**src/rtl/branch_resolve_pkg.sv**
```systemverilog
// Shared types and helpers for the branch resolution slice.
package bp_pkg;

    localparam logic [31:0] PC_INCR = 32'd4;

    typedef struct packed {
        logic        valid;
        logic [31:0] pc;
        logic        hit;
        logic [31:0] pred_pc;
    } bp_meta_t;

    typedef enum logic {
        RS_IDLE  = 1'b0,
        RS_FLUSH = 1'b1
    } resolve_state_t;

    function automatic logic [31:0] next_seq_pc(input logic [31:0] pc);
        return pc + PC_INCR;
    endfunction

endpackage

```
**src/rtl/branch_resolve_if.sv**
```systemverilog
// Fetch/execute inputs and BTB/redirect/statistics outputs of branch_resolve.
interface branch_resolve_if #(
    parameter int CNT_W = 16
);
    logic              stall;
    logic              f_valid;
    logic [31:0]       f_PC;
    logic              f_hit;
    logic [31:0]       f_predicted_PC;
    logic              e_is_branch;
    logic              e_taken;
    logic [31:0]       e_target;
    logic              update;
    logic [31:0]       upd_PC;
    logic [31:0]       new_BTA;
    logic              flush;
    logic [31:0]       redirect_PC;
    logic [CNT_W-1:0]  branch_count;
    logic [CNT_W-1:0]  mispredict_count;

    modport slave (
        input  stall, f_valid, f_PC, f_hit, f_predicted_PC,
        input  e_is_branch, e_taken, e_target,
        output update, upd_PC, new_BTA, flush, redirect_PC,
        output branch_count, mispredict_count
    );

    modport master (
        output stall, f_valid, f_PC, f_hit, f_predicted_PC,
        output e_is_branch, e_taken, e_target,
        input  update, upd_PC, new_BTA, flush, redirect_PC,
        input  branch_count, mispredict_count
    );
endinterface

```
**src/rtl/branch_meta_pipe.sv**
```systemverilog
// Carries fetch-time BTB lookup results alongside the instruction to Execute.
module branch_meta_pipe
    import bp_pkg::*;
#(
    parameter int DEPTH = 2
) (
    input  logic     clk,
    input  logic     reset,
    input  logic     stall,
    input  logic     clear,
    input  bp_meta_t fetch_meta,
    output bp_meta_t exec_meta
);

    bp_meta_t stage_q [DEPTH];

    // clear wins over stall so a squash can never be held off by a frozen pipe
    always_ff @(posedge clk) begin
        if (reset || clear) begin
            for (int i = 0; i < DEPTH; i++) begin
                stage_q[i] <= '0;
            end
        end else if (!stall) begin
            stage_q[0] <= fetch_meta;
            for (int i = 1; i < DEPTH; i++) begin
                stage_q[i] <= stage_q[i-1];
            end
        end
    end

    assign exec_meta = stage_q[DEPTH-1];

endmodule

```
**src/rtl/branch_resolve.sv**
```systemverilog
// Resolves predicted vs. actual branch outcome: BTB write, flush/redirect, stats.
//   state    | meaning
//   RS_IDLE  | normal operation, Execute-slot branches are resolved
//   RS_FLUSH | flush asserted, pipe cleared, resolutions ignored
module branch_resolve
    import bp_pkg::*;
#(
    parameter int DEPTH        = 2,
    parameter int FLUSH_CYCLES = 2,
    parameter int CNT_W        = 16
) (
    input  logic            clk,
    input  logic            reset,
    branch_resolve_if.slave bus
);

    localparam int             FC_W    = (FLUSH_CYCLES > 1) ? $clog2(FLUSH_CYCLES) : 1;
    localparam logic [FC_W-1:0] FC_LOAD = FC_W'(FLUSH_CYCLES - 1);

    resolve_state_t    state_q;
    resolve_state_t    state_d;
    logic [FC_W-1:0]   flush_cnt_q;

    bp_meta_t          fetch_meta;
    bp_meta_t          slot;
    logic              pipe_clear;
    logic              flush_on;

    logic [31:0]       pred_pc;
    logic [31:0]       actual_pc;
    logic              mispredict;
    logic              upd_cond;
    logic              resolve;

    logic              update_q;
    logic [31:0]       upd_pc_q;
    logic [31:0]       new_bta_q;
    logic [31:0]       redirect_q;
    logic [CNT_W-1:0]  branch_cnt_q;
    logic [CNT_W-1:0]  mispredict_cnt_q;

    assign fetch_meta = '{valid:   bus.f_valid,
                          pc:      bus.f_PC,
                          hit:     bus.f_hit,
                          pred_pc: bus.f_predicted_PC};

    branch_meta_pipe #(
        .DEPTH (DEPTH)
    ) u_meta_pipe (
        .clk        (clk),
        .reset      (reset),
        .stall      (bus.stall),
        .clear      (pipe_clear),
        .fetch_meta (fetch_meta),
        .exec_meta  (slot)
    );

    always_comb begin
        pred_pc    = slot.hit ? slot.pred_pc : next_seq_pc(slot.pc);
        actual_pc  = bus.e_taken ? bus.e_target : next_seq_pc(slot.pc);
        mispredict = (pred_pc != actual_pc);
        // a not-taken hit leaves the stale entry in place: the BTB cannot invalidate
        upd_cond   = bus.e_taken && (!slot.hit || (slot.pred_pc != bus.e_target));
        resolve    = slot.valid && bus.e_is_branch && !bus.stall && (state_q == RS_IDLE);
    end

    // state register plus flush-duration down-counter
    always_ff @(posedge clk) begin
        if (reset) begin
            state_q     <= RS_IDLE;
            flush_cnt_q <= FC_LOAD;
        end else begin
            state_q <= state_d;
            if (state_q == RS_IDLE) begin
                flush_cnt_q <= FC_LOAD;
            end else if (flush_cnt_q != '0) begin
                flush_cnt_q <= flush_cnt_q - 1'b1;
            end
        end
    end

    always_comb begin
        state_d = state_q;
        case (state_q)
            RS_IDLE:  if (resolve && mispredict) state_d = RS_FLUSH;
            RS_FLUSH: if (flush_cnt_q == '0)      state_d = RS_IDLE;
            default:  state_d = RS_IDLE;
        endcase
    end

    always_comb begin
        flush_on   = (state_q == RS_FLUSH);
        pipe_clear = flush_on;
    end

    always_ff @(posedge clk) begin
        if (reset) begin
            update_q         <= 1'b0;
            upd_pc_q         <= '0;
            new_bta_q        <= '0;
            redirect_q       <= '0;
            branch_cnt_q     <= '0;
            mispredict_cnt_q <= '0;
        end else begin
            update_q <= resolve && upd_cond;
            if (resolve && upd_cond) begin
                upd_pc_q  <= slot.pc;
                new_bta_q <= bus.e_target;
            end
            if (resolve && mispredict) begin
                redirect_q <= actual_pc;
            end
            if (resolve && (branch_cnt_q != '1)) begin
                branch_cnt_q <= branch_cnt_q + CNT_W'(1);
            end
            if (resolve && mispredict && (mispredict_cnt_q != '1)) begin
                mispredict_cnt_q <= mispredict_cnt_q + CNT_W'(1);
            end
        end
    end

    assign bus.update           = update_q;
    assign bus.upd_PC           = upd_pc_q;
    assign bus.new_BTA          = new_bta_q;
    assign bus.flush            = flush_on;
    assign bus.redirect_PC      = redirect_q;
    assign bus.branch_count     = branch_cnt_q;
    assign bus.mispredict_count = mispredict_cnt_q;

endmodule

```
**src/flat_wrapper.sv**
```systemverilog
// flat-port wrapper written by rule: the top's interface ports become plain ports
module branch_resolve_flat import bp_pkg::*;
#(
    parameter int DEPTH        = 2,
    parameter int FLUSH_CYCLES = 2,
    parameter int CNT_W        = 16
)
  (clk, reset, bus_stall, bus_f_valid, bus_f_PC, bus_f_hit, bus_f_predicted_PC, bus_e_is_branch, bus_e_taken, bus_e_target, bus_update, bus_upd_PC, bus_new_BTA, bus_flush, bus_redirect_PC, bus_branch_count, bus_mispredict_count);
  branch_resolve_if #(.CNT_W(CNT_W)) bus_i ();
  input  logic clk;
  input  logic reset;
  input wire logic [$bits(bus_i.stall)-1:0] bus_stall;
  input wire logic [$bits(bus_i.f_valid)-1:0] bus_f_valid;
  input wire logic [$bits(bus_i.f_PC)-1:0] bus_f_PC;
  input wire logic [$bits(bus_i.f_hit)-1:0] bus_f_hit;
  input wire logic [$bits(bus_i.f_predicted_PC)-1:0] bus_f_predicted_PC;
  input wire logic [$bits(bus_i.e_is_branch)-1:0] bus_e_is_branch;
  input wire logic [$bits(bus_i.e_taken)-1:0] bus_e_taken;
  input wire logic [$bits(bus_i.e_target)-1:0] bus_e_target;
  output wire logic [$bits(bus_i.update)-1:0] bus_update;
  output wire logic [$bits(bus_i.upd_PC)-1:0] bus_upd_PC;
  output wire logic [$bits(bus_i.new_BTA)-1:0] bus_new_BTA;
  output wire logic [$bits(bus_i.flush)-1:0] bus_flush;
  output wire logic [$bits(bus_i.redirect_PC)-1:0] bus_redirect_PC;
  output wire logic [$bits(bus_i.branch_count)-1:0] bus_branch_count;
  output wire logic [$bits(bus_i.mispredict_count)-1:0] bus_mispredict_count;
  assign bus_i.stall = bus_stall;
  assign bus_i.f_valid = bus_f_valid;
  assign bus_i.f_PC = bus_f_PC;
  assign bus_i.f_hit = bus_f_hit;
  assign bus_i.f_predicted_PC = bus_f_predicted_PC;
  assign bus_i.e_is_branch = bus_e_is_branch;
  assign bus_i.e_taken = bus_e_taken;
  assign bus_i.e_target = bus_e_target;
  assign bus_update = bus_i.update;
  assign bus_upd_PC = bus_i.upd_PC;
  assign bus_new_BTA = bus_i.new_BTA;
  assign bus_flush = bus_i.flush;
  assign bus_redirect_PC = bus_i.redirect_PC;
  assign bus_branch_count = bus_i.branch_count;
  assign bus_mispredict_count = bus_i.mispredict_count;
  branch_resolve #(.DEPTH(DEPTH), .FLUSH_CYCLES(FLUSH_CYCLES), .CNT_W(CNT_W)) u_core (.clk(clk), .reset(reset), .bus(bus_i));
endmodule
```
**config.mk**
```make
export PLATFORM = sky130hd
export DESIGN_NAME = branch_resolve_flat
export DESIGN_NICKNAME = d
export VERILOG_FILES = /design/src/rtl/branch_resolve_pkg.sv /design/src/rtl/branch_resolve_if.sv /design/src/rtl/branch_meta_pipe.sv /design/src/rtl/branch_resolve.sv /design/src/flat_wrapper.sv
export SDC_FILE = /design/constraint.sdc
export NUM_CORES = 1
export LEC_CHECK = 0
export CAP_MARGIN = 10
export CORE_MARGIN = 3
export CORE_UTILIZATION = 53
export DETAILED_ROUTE_END_ITERATION = 16
export GPL_TIMING_DRIVEN = 0
export PLACE_DENSITY = 0.81
export SLEW_MARGIN = 20
export SYNTH_ARGS = -nofsm -noshare
export SYNTH_HDL_FRONTEND = slang
export SYNTH_SLANG_ARGS = --single-unit
```
**constraint.sdc**
```tcl
create_clock -name clk -period 5.78 [get_ports clk]
set_clock_uncertainty 0.15 [all_clocks]
set_input_delay 1.156 -clock clk [delete_from_list [all_inputs] [get_ports clk]]
set_output_delay 1.156 -clock clk [all_outputs]
set_load 0.01 [all_outputs]
```
==> results.md, run 1 <==
Layout
• number of antenna repair diodes: 0
• Final Core Density: 0.707
• Total Nets Final: 1640
• non-filler cells, final: 1875
• share of layout cells above drive strength 1: 0.0546
• Syn-to-layout area delta: 28.9%

Power and ir drop
• leakage power: 6.13 nW
• worst IR drop on VDD: 267 uV
• power density over cell area: 269 nW/um^2

Yosys
• mean instance size in the synthesized netlist: 10.3 um^2
• share of the yosys chip area belonging to registers: 0.504
• library cell occupying the most area in the post-synthesis netlist: sky130_fd_sc_hd__edfxtp_1
• top cell type's share of synthesized area: 0.303
• flip-flop cell with the highest count after synthesis: sky130_fd_sc_hd__edfxtp_1
• number of nets in the synthesized netlist: 1376
• Synth async-reset ratio: 0
• number of register bits inferred by synthesis: 263
• dominant cell by count in the synthesized netlist: sky130_fd_sc_hd__and2_1
• Yosys warning total: 0
• number of enable flip-flop cells after synthesis: 132
• Yosys cell types: 77
• number of instances in the synthesized netlist: 1270
• cells taking the most area after synthesis: sky130_fd_sc_hd__edfxtp_1 30%, sky130_fd_sc_hd__dfxtp_1 20%, sky130_fd_sc_hd__mux2i_1 7.5%
• cell area after synthesis: 13100 um^2
• most frequent cells after synthesis: 139 x sky130_fd_sc_hd__and2_1, 132 x sky130_fd_sc_hd__edfxtp_1, 131 x sky130_fd_sc_hd__dfxtp_1, 131 x sky130_fd_sc_hd__nor2_1, 98 x sky130_fd_sc_hd__mux2i_1

Global routing
• initial antenna violation count: 0
• met3 routing resource usage after global routing: 0.0424
• met1 routing resource usage after global routing: 0.430
• number of global-route vias before repair: 10467
• global routing usage on met2: 0.506
• total routing resource utilization after global routing: 0.306
• leftover overflow at the end of global routing: 0
• wire length of the first global-routing pass: 62300 um
• pin count of the biggest net entering global routing: 53
• most used routing layer in global routing: met2

CTS
• # resized after CTS: 0
• number of buffers created by CTS: 28
• buffer count from post-CTS setup fixing: 0
• clock tree from TritonCTS: built
• TritonCTS sink count: 263
• Reg clk slew, reported paths: 0.06 ns
• cts-stage hold buffer count: 0
• # H-tree levels: 1
• Clk Latency, worst-skew pair: 0.55 ns
• clock buffer depth: 3
• Root Buffer: sky130_fd_sc_hd__clkbuf_16

Setup path
• worst flop-to-flop path startpoint: u_core.u_meta_pipe.stage_q[0][106]$_SDFFCE_PN0P_
• crit path max fanout: 10
• Reg-to-Reg End: u_core.bus.redirect_PC[5]$_SDFFE_PP0P_
• worst setup path class: reg2reg
• CP arrival: 5.27 ns
• setup slack of the worst register-to-register path: 0.77 ns
• Critical-path top delay cell: sky130_fd_sc_hd__nor4_1
• series of cell instances along the critical path: buf_2 > nand3_2 > or4_1 > clkbuf_1 > clkbuf_1 > nor4_1 > o31ai_2 > xnor2_1 > o41a_1 > or4_4 > o21ai_4 > buf_6 > buf_6 > mux2i_1 > nor2_1
• startpoint type of the worst setup path: flop
• longest individual stage delay on the worst path: 0.73 ns
• logic depth of the worst register-to-register path: 15
• endpoint class of the critical path: flop
• Data required, critical path: 6.03 ns

STA
• highest clock frequency the design can meet: 199 MHz
• Setup WS post-layout: 0.766 ns
• number of endpoints with negative hold slack in the final report: 0
• unrepaired setup endpoints after global routing: no
• worst hold slack across all endpoints: 0.316 ns
• Final TNS setup: 0 ns
• final max-slew violation count: 0
• post-route clock period utilization: 0.867
• Worst slew margin: 0.295
• minimum clock period: 5.01 ns
• setup violators final: 0
• slew at the pin closest to its max-slew limit: 1.05 ns

Die
• Top Ports: 233
• starting density of the core: 0.549
• Die Height: 163 um
• # rows: 56
• Die Width: 163 um
• Floorplan Core Area: 23800 um^2
• area enclosed by the die boundary: 26600 um^2

Placed design
• HPWL Detailed: 31700 um
• IO Port Bufs: 231
• dpl cells: 1823
• Final Wtd Congestion: 0.995
• DP Worst Slack: 0.444 ns

Route
• routed len/inst: 22.1 um
• number of detailed-routing iterations run before antenna repair: 6
• residual DRC count: 0
• routed via count divided by cell count: 5.81
• Post-DRT Antenna Nets: 0
• Iteration-0 DRC Markers: 1182
• overall routed net length: 41500 um
• overall via count from detail_route: 10886

Hold path
• terminating pin of the worst hold path: u_core.flush_cnt_q$_SDFF_PP1_
• Worst Hold Depth: 1
• Min-Delay Path Class: reg2reg
• origin of the worst min-delay path: u_core.bus.flush$_SDFF_PP0_

Status
• run status: complete, no violations

Job
• maximum capacitance violations: 0

==> registers in the layout (all words and copies together) (netlist names) <==
signal and flops:
u_core.bus.redirect_PC 32, u_core.bus.mispredict_count 16, u_core.flush_cnt_q 1, u_core.bus.upd_PC 32, u_core.bus.new_BTA 32, u_core.bus.update 1, u_core.bus.flush 1, u_core.bus.branch_count 16
u_core.u_meta_pipe.stage_q 132
==> per-stage QoR <==
stage	cell area, um^2	power, mW
after floorplan	13100	2.42
after global placement	15800	2.66
after detailed placement	15900	2.66
after CTS	16800	4.53
after global routing	16800	4.68
final	16800	4.53
==> power by group <==
part           internal (mW)  switching, mW
Combinational          0.239          0.292
Clock                   1.16          0.734
Sequential              2.04         0.0615
==> final cells by class <==
type	count	area, um^2
clock buffers	40	810
well taps	319	399
clock inverters	12	179
plain buffers	86	379
fillers	1797	6970
repair buffers	234	2380
inverters	23	86.3
multi-input cells	898	6030
flip-flops and latches	263	6590
==> cell usage in the layout, fill, tap and decap left out, types with 5 or more instances in the layout <==
| cell | n |
|---|---|
| sky130_fd_sc_hd__clkdlybuf4s50_1 | 231 |
| sky130_fd_sc_hd__and2_1 | 139 |
| sky130_fd_sc_hd__edfxtp_1 | 132 |
| sky130_fd_sc_hd__nor2_1 | 131 |
| sky130_fd_sc_hd__dfxtp_1 | 131 |
| sky130_fd_sc_hd__mux2i_1 | 98 |
| sky130_fd_sc_hd__nand2_1 | 80 |
| sky130_fd_sc_hd__clkbuf_1 | 71 |
| sky130_fd_sc_hd__xnor2_1 | 57 |
| sky130_fd_sc_hd__o21ai_0 | 41 |
| sky130_fd_sc_hd__a21oi_1 | 32 |
| sky130_fd_sc_hd__clkbuf_16 | 29 |
| sky130_fd_sc_hd__nor3_1 | 27 |
| sky130_fd_sc_hd__xor2_1 | 26 |
| sky130_fd_sc_hd__inv_1 | 23 |
| sky130_fd_sc_hd__nand3_1 | 18 |
| sky130_fd_sc_hd__o31ai_1 | 18 |
| sky130_fd_sc_hd__or3_1 | 17 |
| sky130_fd_sc_hd__nand4_1 | 17 |
| sky130_fd_sc_hd__nor4_1 | 16 |
| sky130_fd_sc_hd__nand2b_1 | 15 |
| sky130_fd_sc_hd__or4_1 | 12 |
| sky130_fd_sc_hd__and3_1 | 11 |
| sky130_fd_sc_hd__nor2b_1 | 8 |
| sky130_fd_sc_hd__a31oi_1 | 8 |
| sky130_fd_sc_hd__xnor3_1 | 8 |
| sky130_fd_sc_hd__buf_1 | 7 |
| sky130_fd_sc_hd__o221ai_1 | 7 |
| sky130_fd_sc_hd__o31a_1 | 7 |
| sky130_fd_sc_hd__and4_1 | 6 |
| sky130_fd_sc_hd__a22oi_1 | 6 |
| sky130_fd_sc_hd__buf_6 | 5 |
| sky130_fd_sc_hd__o21a_1 | 5 |
| sky130_fd_sc_hd__o22ai_1 | 5 |
| sky130_fd_sc_hd__clkinv_2 | 5 |
==> worst max-delay path, delay by kind of cell (launching register included) <==
| kind | cells | cell delay [ns] |
|---|---|---|
| AOI/OAI and AO/OA | 3 | 0.73 |
| xor gates and xnor gates | 1 | 0.16 |
| buffers and inverters | 5 | 1.07 |
| DFF | 1 | 0.32 |
| muxes | 1 | 0.23 |
| and+or+nand+nor | 5 | 2.20 |
==> routing by layer <==
layer	wire, um	vias to the layer above
met1	17700	5210
li1	-	5073
met3	3350	58
met2	19500	545
met5	0	-
met4	991	0
==> cells by family after synthesis <==
kind of cell               after synthesis  synth area share
AOI/OAI and AO/OA                      183            0.0976
adders and majority gates                3           0.00287
and+or+nand+nor                        515             0.207
muxes                                  105            0.0822
buffers and inverters                  109            0.0356
xor gates and xnor gates                92            0.0712
DFF                                    263             0.504
==> how the worst max path moves through the flow <==
| stage | endpoint | cells after the start | from | slack (ns) |
|---|---|---|---|---|
| finish | u_core.bus.redirect_PC[5]$_SDFFE_PP0P_ | 15 | u_core.u_meta_pipe.stage_q[0][106]$_SDFFCE_PN0P_ | 0.77 |
| global route | u_core.bus.redirect_PC[11]$_SDFFE_PP0P_ | 15 | u_core.u_meta_pipe.stage_q[0][106]$_SDFFCE_PN0P_ | 0.62 |
| detailed placement | u_core.bus.upd_PC[28]$_SDFFE_PP0P_ | 10 | bus_e_taken | 0.44 |
| floorplan | u_core.u_meta_pipe.stage_q[0][0]$_SDFFCE_PN0P_ | 4 | reset | 0.61 |
| global placement | u_core.u_meta_pipe.stage_q[0][95]$_SDFFCE_PN0P_ | 4 | reset | -0.69 |
| CTS | u_core.bus.redirect_PC[5]$_SDFFE_PP0P_ | 15 | u_core.u_meta_pipe.stage_q[0][106]$_SDFFCE_PN0P_ | 0.86 |
Note: power is estimated with default switching activity, not from simulation.
==> inputs of run 2 (changes only) <==
--- a/config.mk
+++ b/config.mk
@@ -10,7 +10,7 @@
 export CORE_UTILIZATION = 53
 export DETAILED_ROUTE_END_ITERATION = 16
 export GPL_TIMING_DRIVEN = 0
-export PLACE_DENSITY = 0.81
+export PLACE_DENSITY_LB_ADDON = 0.25
 export SLEW_MARGIN = 20
 export SYNTH_ARGS = -nofsm -noshare
 export SYNTH_HDL_FRONTEND = slang
==> results.md, run 2 (synthesis gave the netlist of run 1 again) <==
Hold path
• Min-Delay Path Class: reg2reg
• terminating pin of the worst hold path: u_core.bus.flush$_SDFF_PP0_
• Worst Hold Depth: 2
• origin of the worst min-delay path: u_core.flush_cnt_q$_SDFF_PP1_

Global routing
• total routing resource utilization after global routing: 0.299
• initial antenna violation count: 0
• wire length of the first global-routing pass: 61000 um
• number of global-route vias before repair: 10366
• pin count of the biggest net entering global routing: 59
• leftover overflow at the end of global routing: 0

STA
• Setup WS post-layout: 0.692 ns
• unrepaired setup endpoints after global routing: no
• setup violators final: 0
• minimum clock period: 5.09 ns
• final max-slew violation count: 0
• highest clock frequency the design can meet: 197 MHz
• post-route clock period utilization: 0.880
• number of endpoints with negative hold slack in the final report: 0
• Worst slew margin: 0.373
• slew at the pin closest to its max-slew limit: 0.940 ns

Route
• number of detailed-routing iterations run before antenna repair: 5
• residual DRC count: 0
• Iteration-0 DRC Markers: 1082
• Post-DRT Antenna Nets: 0
• routed len/inst: 21.8 um
• overall routed net length: 40800 um
• routed via count divided by cell count: 5.78
• overall via count from detail_route: 10821

Status
• run status: complete, no violations

Setup path
• worst flop-to-flop path startpoint: u_core.u_meta_pipe.stage_q[0][101]$_SDFFCE_PN0P_
• logic depth of the worst register-to-register path: 14
• CP arrival: 5.34 ns
• setup slack of the worst register-to-register path: 0.69 ns
• endpoint class of the critical path: flop
• Data required, critical path: 6.04 ns
• startpoint type of the worst setup path: flop
• worst setup path class: reg2reg
• crit path max fanout: 10
• Reg-to-Reg End: u_core.bus.redirect_PC[11]$_SDFFE_PP0P_

CTS
• Root Buffer: sky130_fd_sc_hd__clkbuf_16
• cts-stage hold buffer count: 0
• clock tree from TritonCTS: built
• clock buffer depth: 3
• TritonCTS sink count: 263
• # resized after CTS: 0
• # H-tree levels: 1
• Reg clk slew, reported paths: 0.06 ns
• Clk Latency, worst-skew pair: 0.54 ns
• buffer count from post-CTS setup fixing: 0
• number of buffers created by CTS: 27

Power and ir drop
• leakage power: 6.05 nW
• total power consumption of the routed design: 4.29 mW
• power density over cell area: 257 nW/um^2
• worst IR drop on VDD: 226 uV

Layout
• share of layout cells above drive strength 1: 0.0489
• final instance area: 16700 um^2
• non-filler cells, final: 1873
• leading cell types in the layout, fill and taps excluded: 231 x sky130_fd_sc_hd__clkdlybuf4s50_1, 139 x sky130_fd_sc_hd__and2_1, 132 x sky130_fd_sc_hd__edfxtp_1, 131 x sky130_fd_sc_hd__nor2_1, 131 x sky130_fd_sc_hd__dfxtp_1
• register containing the most flip-flops in the final layout: u_core.u_meta_pipe.stage_q
• number of flip-flops under the largest register name: 132
• fillers: 1786
• Syn-to-layout area delta: 27.8%
• Total Nets Final: 1639
• number of antenna repair diodes: 0
• most common cell after layout, fill and taps aside: sky130_fd_sc_hd__clkdlybuf4s50_1

Placed design
• IO Port Bufs: 231
• HPWL Detailed: 31300 um
• total placed instance area: 15900 um^2
• Final Wtd Congestion: 0.991
• DP Worst Slack: 0.301 ns
• dpl cells: 1823

Die
• Floorplan Core Area: 23800 um^2
• Top Ports: 233
• Die Width: 163 um
• starting density of the core: 0.549
• area enclosed by the die boundary: 26600 um^2
• Die Height: 163 um
• # rows: 56

Job
• maximum capacitance violations: 0

==> run 2: cell types whose count changed in the layout (fill, tap and decap cells not counted), moves of 2 or more <==
cell and delta:
sky130_fd_sc_hd__clkbuf_1 +6, sky130_fd_sc_hd__bufinv_16 -4, sky130_fd_sc_hd__clkbuf_8 +3, sky130_fd_sc_hd__clkinv_2 -3, sky130_fd_sc_hd__clkbuf_16 -2, sky130_fd_sc_hd__clkbuf_2 -2
==> run 2: worst max-delay path by stage <==
stage	start	slack, ns	cells after the start	end
2_1_floorplan	reset	0.61	4	u_core.u_meta_pipe.stage_q[0][0]$_SDFFCE_PN0P_
3_3_place_gp	reset	-0.71	4	u_core.u_meta_pipe.stage_q[0][56]$_SDFFCE_PN0P_
3_5_place_dp	bus_e_taken	0.30	10	u_core.bus.new_BTA[0]$_SDFFE_PP0P_
4_1_cts	bus_e_taken	0.75	10	u_core.bus.upd_PC[24]$_SDFFE_PP0P_
5_1_grt	u_core.u_meta_pipe.stage_q[0][101]$_SDFFCE_PN0P_	0.53	14	u_core.bus.mispredict_count[5]$_SDFFE_PP0P_
6_report	u_core.u_meta_pipe.stage_q[0][101]$_SDFFCE_PN0P_	0.69	14	u_core.bus.redirect_PC[11]$_SDFFE_PP0P_
==> run 2: area by class of cell <==
type                            count  area [um^2]  area share
Buffer                             86          379      0.0227
Multi-Input combinational cell    898         6030       0.361
Sequential cell                   263         6590       0.394
Clock buffer                       45          813      0.0487
Tap cell                          319          399      0.0239
Clock inverter                      5         31.3     0.00187
Inverter                           23         86.3     0.00517
Timing Repair Buffer              234         2370       0.142
==> run 2: critical path: stages (launching register included) <==
cell	delay, ns
sky130_fd_sc_hd__edfxtp_1	0.52
sky130_fd_sc_hd__ha_1	0.29
sky130_fd_sc_hd__nand4_1	0.37
sky130_fd_sc_hd__or3_1	0.49
sky130_fd_sc_hd__clkbuf_1	0.26
sky130_fd_sc_hd__nor4_1	0.66
sky130_fd_sc_hd__nor4b_1	0.10
sky130_fd_sc_hd__nand4b_1	0.21
sky130_fd_sc_hd__o41a_1	0.42
sky130_fd_sc_hd__or4_4	0.59
sky130_fd_sc_hd__o21ai_4	0.19
sky130_fd_sc_hd__buf_6	0.21
sky130_fd_sc_hd__buf_6	0.19
sky130_fd_sc_hd__mux2i_1	0.24
sky130_fd_sc_hd__nor2_1	0.05
==> run 2: per-stage QoR <==
step           TNS, ns  utilization  hold slack, ns
2_1_floorplan        0            -           0.281
6_report             0        0.701           0.302
3_5_place_dp         0        0.666           0.294
5_1_grt              0        0.701           0.321
3_3_place_gp    -90.91        0.663           0.281
4_1_cts              0        0.701           0.304
==> run 2: routing by layer <==
layer	GRT usage	wire (um)	up-vias
li1	-	-	5060
met1	0.409	17200	5169
met2	0.502	19000	532
met3	0.0477	3430	60
met4	0.0754	1100	0
met5	0	0	-
==> run 2: where the power goes <==
group          switching (mW)  internal [mW]  total [mW]
Sequential             0.0612           2.04        2.11
Combinational           0.289          0.239       0.528
Clock                   0.699          0.955        1.65
Total                    1.05           3.24        4.29
==> inputs of run 3 (changes only) <==
--- a/config.mk
+++ b/config.mk
@@ -11,6 +11,7 @@
 export DETAILED_ROUTE_END_ITERATION = 16
 export GPL_TIMING_DRIVEN = 0
 export PLACE_DENSITY_LB_ADDON = 0.25
+export SKIP_CTS_REPAIR_TIMING = 1
 export SLEW_MARGIN = 20
 export SYNTH_ARGS = -nofsm -noshare
 export SYNTH_HDL_FRONTEND = slang
==> results of run 3 <==
Same layout as run 2: the final DEF is identical, and so are final timing and power.
